$ cat src/rtl/memstream_rd_seq.sv
// memstream_rd_seq: cyclic RAM window reader with 2-cycle read pipeline feeding an AXI-Stream FIFO.
// Reads are credit-limited so that in-flight reads plus buffered words never exceed FIFO_DEPTH.
module memstream_rd_seq #(
    parameter int DWIDTH     = 18,
    parameter int AWIDTH     = 10,
    parameter int START_ADDR = 0,
    parameter int END_ADDR   = 2**AWIDTH-1,
    parameter int FIFO_DEPTH = 4
) (
    input  logic              clk,
    input  logic              rst,
    input  logic              en,
    output logic              enb,
    output logic              enqb,
    output logic [AWIDTH-1:0] addrb,
    input  logic [DWIDTH-1:0] rdqb,
    output logic [DWIDTH-1:0] m_axis_tdata,
    output logic              m_axis_tvalid,
    input  logic              m_axis_tready,
    output logic              m_axis_tlast
);
    localparam int PW = $clog2(FIFO_DEPTH);
    localparam logic [AWIDTH-1:0] SA = AWIDTH'(START_ADDR);
    localparam logic [AWIDTH-1:0] EA = AWIDTH'(END_ADDR);
    localparam logic [PW+1:0] CREDITS = (PW+2)'(FIFO_DEPTH);
    localparam logic [PW:0] FULL = (PW+1)'(FIFO_DEPTH);
    logic [AWIDTH-1:0] addr;
    logic [1:0] inflight;
    logic cap, l1, l2, push, pop;
    logic [PW-1:0] wp, rp;
    logic [PW:0] count;
    logic [DWIDTH:0] mem [FIFO_DEPTH];
    // Credit check counts reads still in the RAM pipeline as already occupying the FIFO.
    assign enb = en && !rst && (({1'b0, count} + {{PW{1'b0}}, inflight}) < CREDITS);
    assign addrb = addr;
    assign push = cap;
    assign pop = m_axis_tvalid && m_axis_tready;
    assign m_axis_tvalid = count != '0;
    assign m_axis_tdata = mem[rp][DWIDTH-1:0];
    assign m_axis_tlast = m_axis_tvalid && mem[rp][DWIDTH];
    always_ff @(posedge clk) begin
        if (rst) begin
            addr     <= SA;
            enqb     <= 1'b0;
            cap      <= 1'b0;
            l1       <= 1'b0;
            l2       <= 1'b0;
            inflight <= 2'd0;
            wp       <= '0;
            rp       <= '0;
            count    <= '0;
        end else begin
            if (enb) addr <= (addr == EA) ? SA : addr + 1'b1;
            enqb     <= enb;
            cap      <= enqb;
            l1       <= enb && (addr == EA);
            l2       <= l1;
            inflight <= inflight + {1'b0, enb} - {1'b0, cap};
            if (push) wp <= wp + 1'b1;
            if (pop) rp <= rp + 1'b1;
            count    <= count + {{PW{1'b0}}, push} - {{PW{1'b0}}, pop};
        end
    end
    always_ff @(posedge clk) begin
        if (push) mem[wp] <= {l2, rdqb};
    end
    always_ff @(posedge clk) begin
        if (!rst) assert (!(push && !pop && count == FULL));
    end
endmodule

$ cat config.mk
export PLATFORM = sky130hd
export DESIGN_NAME = memstream_rd_seq
export DESIGN_NICKNAME = d
export VERILOG_FILES = /design/src/rtl/memstream_rd_seq.sv
export SDC_FILE = /design/constraint.sdc
export NUM_CORES = 1
export LEC_CHECK = 0
export BUFFER_PORTS_ARGS = -buffer_cell sky130_fd_sc_hd__buf_2
export CORE_ASPECT_RATIO = 1.2
export CORE_MARGIN = 4
export CORE_UTILIZATION = 45
export CTS_CLUSTER_DIAMETER = 40
export DETAILED_ROUTE_END_ITERATION = 6
export GPL_TIMING_DRIVEN = 1
export PLACE_DENSITY_LB_ADDON = 0.1
export SYNTH_ARGS = -nofsm -noshare
export SYNTH_HDL_FRONTEND = slang
export SYNTH_SLANG_ARGS = --single-unit
$ cat constraint.sdc
create_clock -name clk -period 3.9 [get_ports clk]
set_input_delay 0.975 -clock clk [delete_from_list [all_inputs] [get_ports clk]]
set_output_delay 0.975 -clock clk [all_outputs]
set_load 0.03 [all_outputs]
==> impl_metrics.tcl <==
set metrics [dict create \
    io_buffers 53 \
    path_common_cell "buf_2" \
    period_share_pct 82.9 \
    cts_max_level 3 \
    fin_skew_ns 0.0176 \
    numCtsBuffers 9 \
    regToRegEndpoint "count[2]" \
    place.gp.congestion 0.732 \
    place_hpwl_um 4110 \
    cts_setup_buffers 0 \
    ios 54 \
    synth.avg_cell_area_um2 18.1 \
    vdd_drop_max_mv 0.381 \
    arrival_ns 2.26 \
    met2_usage_pct 22.6 \
    power_density_mw_per_mm2 550 \
    total_power_mw 2.48 \
    rr_startpoint "count[1]" \
    crit_required_ns 2.92 \
    synth-xor-area-share_pct 3.13 \
    slew_headroom_pct 30.5 \
    routed_wire_length_per_instance_um 15.8 \
    synth_top_family_by_area "multiplexers" \
    die_h_um 110 \
    route.antenna.remaining_nets 0 \
    path_depth 5 \
    holdWs_ns 0.447 \
    grtUsageTotal_pct 13.1 \
    crit_buf_inv 3 \
    drv_cap 0 \
    clockBufferDepth 2 \
    holdPathEnd "l2" \
    maxSlewViolCount 0 \
    num-nets-final 310 \
    rows 37 \
    grt_pass1_wl_um 10000 \
    start_kind "input pin" \
    cts_tree "yes" \
    firstDrtPassIters 6 \
    crit_chain "buf_2 > nor4b_4 > buf_4 > and2_1 > buf_2" \
    core_area_mm2 0.00852 \
    synth_nets 250 \
    r2r_cells 8 \
    grt_pass1_vias 2015 \
    path_max_fanout 18 \
    antenna_found_initial 0 \
    cts-root-buf "clkbuf_8" \
    p_leak_nw 1.66 \
    worstHoldPathCells 1 \
    drtIter0Drc 111 \
    tightest_slew_ns 1.04 \
    die_area_mm2 0.0103 \
    synth_adder_area_share_pct 3.70 \
    endpoint_kind "output pin" \
    area_delta_synth_final_pct 15.2 \
    final_cell_mix "edfxtp_1 (76), buf_2 (53), dfxtp_1 (25)" \
    fin_tns_setup_ns 0 \
    ctsResizeCount 0 \
    fin_ws_ns 0.666 \
    synthMuxAreaShare_pct 11.8 \
    place_area_mm2 0.00432 \
    setup_viol 0 \
    placedCellCount 383 \
    overflow 0 \
    min_from "l1" \
    hp-class "flop to flop" \
    slowest_stage "and2_1" \
    clk_pin_slew_ns 0.09 \
    wl_um 6300 \
    grt_max_degree 20 \
    drc 0 \
    r2r_slack_ns 1.76 \
    synth_seq_cells 101 \
    fin_crit_ns 3.23 \
    num_vias 1972 \
    slowest_delay_ns 0.32 \
    pre_cts_ws_ns 0.670 \
    yosys.area_share.simple_pct 7.37 \
    fmax_ghz 0.309 \
    avgViaCountPerCell 4.94 \
    final_cells 399 \
    start_util_pct 46.0 \
    clk_latency_ns 0.36 \
    finalHoldViolations 0 \
    fp.dieW_um 93.2 \
    final_common_cell "edfxtp_1" \
    cts_hold_buf 0 \
    synth_compound_area_share_pct 1.12 \
    syn_area_mm2 0.00392 \
    yosysUniqueCellTypes 30 \
    yosys_warnings 0 \
    synth_cells 217 \
    rsz0062_at_grt "no" \
    seq_area_frac_synth_pct 71.0 \
    postLayoutCoreUtil_pct 53.0 \
    drive_gt1_share_pct 33.7 \
    cts.sinks 101 \
    use_met1_pct 15.6 \
    critPathTopFamily "buffers and inverters" \
    status "complete, no violations" \
    design_area_mm2 0.00451 \
    grtUsageMet3_pct 4.48 \
    criticalPathCategory "input pin to output pin" \
    diodes 0 \
    grt.busiest_layer "met2" \
]
[worst reg2reg max path, stage by stage (launching register included)]
cell,delay [ns]
dfxtp_1,0.37
o31a_1,0.35
ha_1,0.30
inv_1,0.04
ha_1,0.18
fa_1,0.40
xnor2_1,0.19
xnor2_1,0.14
nor2_1,0.05
[synth_stat cells]
library cell / number / area share (%)
xnor2_1: 6 / 1.3
o21a_1: 1 / 0.19
mux2_4: 1 / 0.38
fa_1: 1 / 0.51
buf_2: 2 / 0.26
nand2_1: 1 / 0.096
a41oi_1: 1 / 0.22
ha_1: 10 / 3.2
nand3_2: 1 / 0.26
nor2b_1: 2 / 0.32
nand4_1: 4 / 0.64
and2_1: 10 / 1.6
or3_1: 1 / 0.16
a41o_2: 1 / 0.29
dfxtp_1: 25 / 13
nand3_1: 3 / 0.38
and4_1: 1 / 0.22
a211oi_1: 1 / 0.19
mux4_2: 19 / 11
nor2_1: 16 / 1.5
xor2_1: 8 / 1.8
buf_6: 2 / 0.57
mux2i_1: 2 / 0.51
clkbuf_1: 3 / 0.29
nor4b_4: 1 / 0.61
edfxtp_1: 76 / 58
inv_1: 8 / 0.77
and3_1: 5 / 0.80
and2b_1: 4 / 0.77
o31a_1: 1 / 0.22
[cell families (layout without fill, tap and decap cells)]
family	Yosys count	count (layout)
flops	101	101
simple gates	49	49
mux	22	22
buf+inv	15	80
xor+xnor	14	14
fa+ha+maj	11	11
compound gates	5	5
[sequential cells by signal, indices dropped and copies added, names as in the netlist, named ones only]
register	flops
rp	2
addrb	10
mem	76
l2	1
l1	1
count	3
enqb	1
wp	2
inflight	2
cap	1
[power by group]
part           total [mW]  switching, mW  internal, mW
Clock               0.622          0.361         0.261
Sequential           1.26         0.0585          1.20
Combinational       0.597          0.334         0.263
Total                2.48          0.754          1.73
[routing by layer]
metal / wire (µm) / part of all wire, %
met1: 2740 / 44
met3: 316 / 5.0
met5: 0 / 0
met2: 3170 / 50
met4: 66 / 1.0
[final cells by class]
type | count | area, µm²
Clock buffer | 10 | 138
Sequential cell | 101 | 2780
Multi-Input combinational cell | 101 | 1060
Fill cell | 739 | 4000
Timing Repair Buffer | 56 | 300
Clock inverter | 6 | 53.8
Inverter | 8 | 30.0
Tap cell | 117 | 146
[worst max-delay path by stage]
stage | startpoint | end | slack, ns
2_1_floorplan | rst | enb | 1.11
3_3_place_gp | rst | enb | 0.69
3_5_place_dp | rst | enb | 0.67
4_1_cts | rst | enb | 0.67
5_1_grt | rst | enb | 0.57
6_report | rst | enb | 0.67
Note: power is estimated with default switching activity, not from simulation.
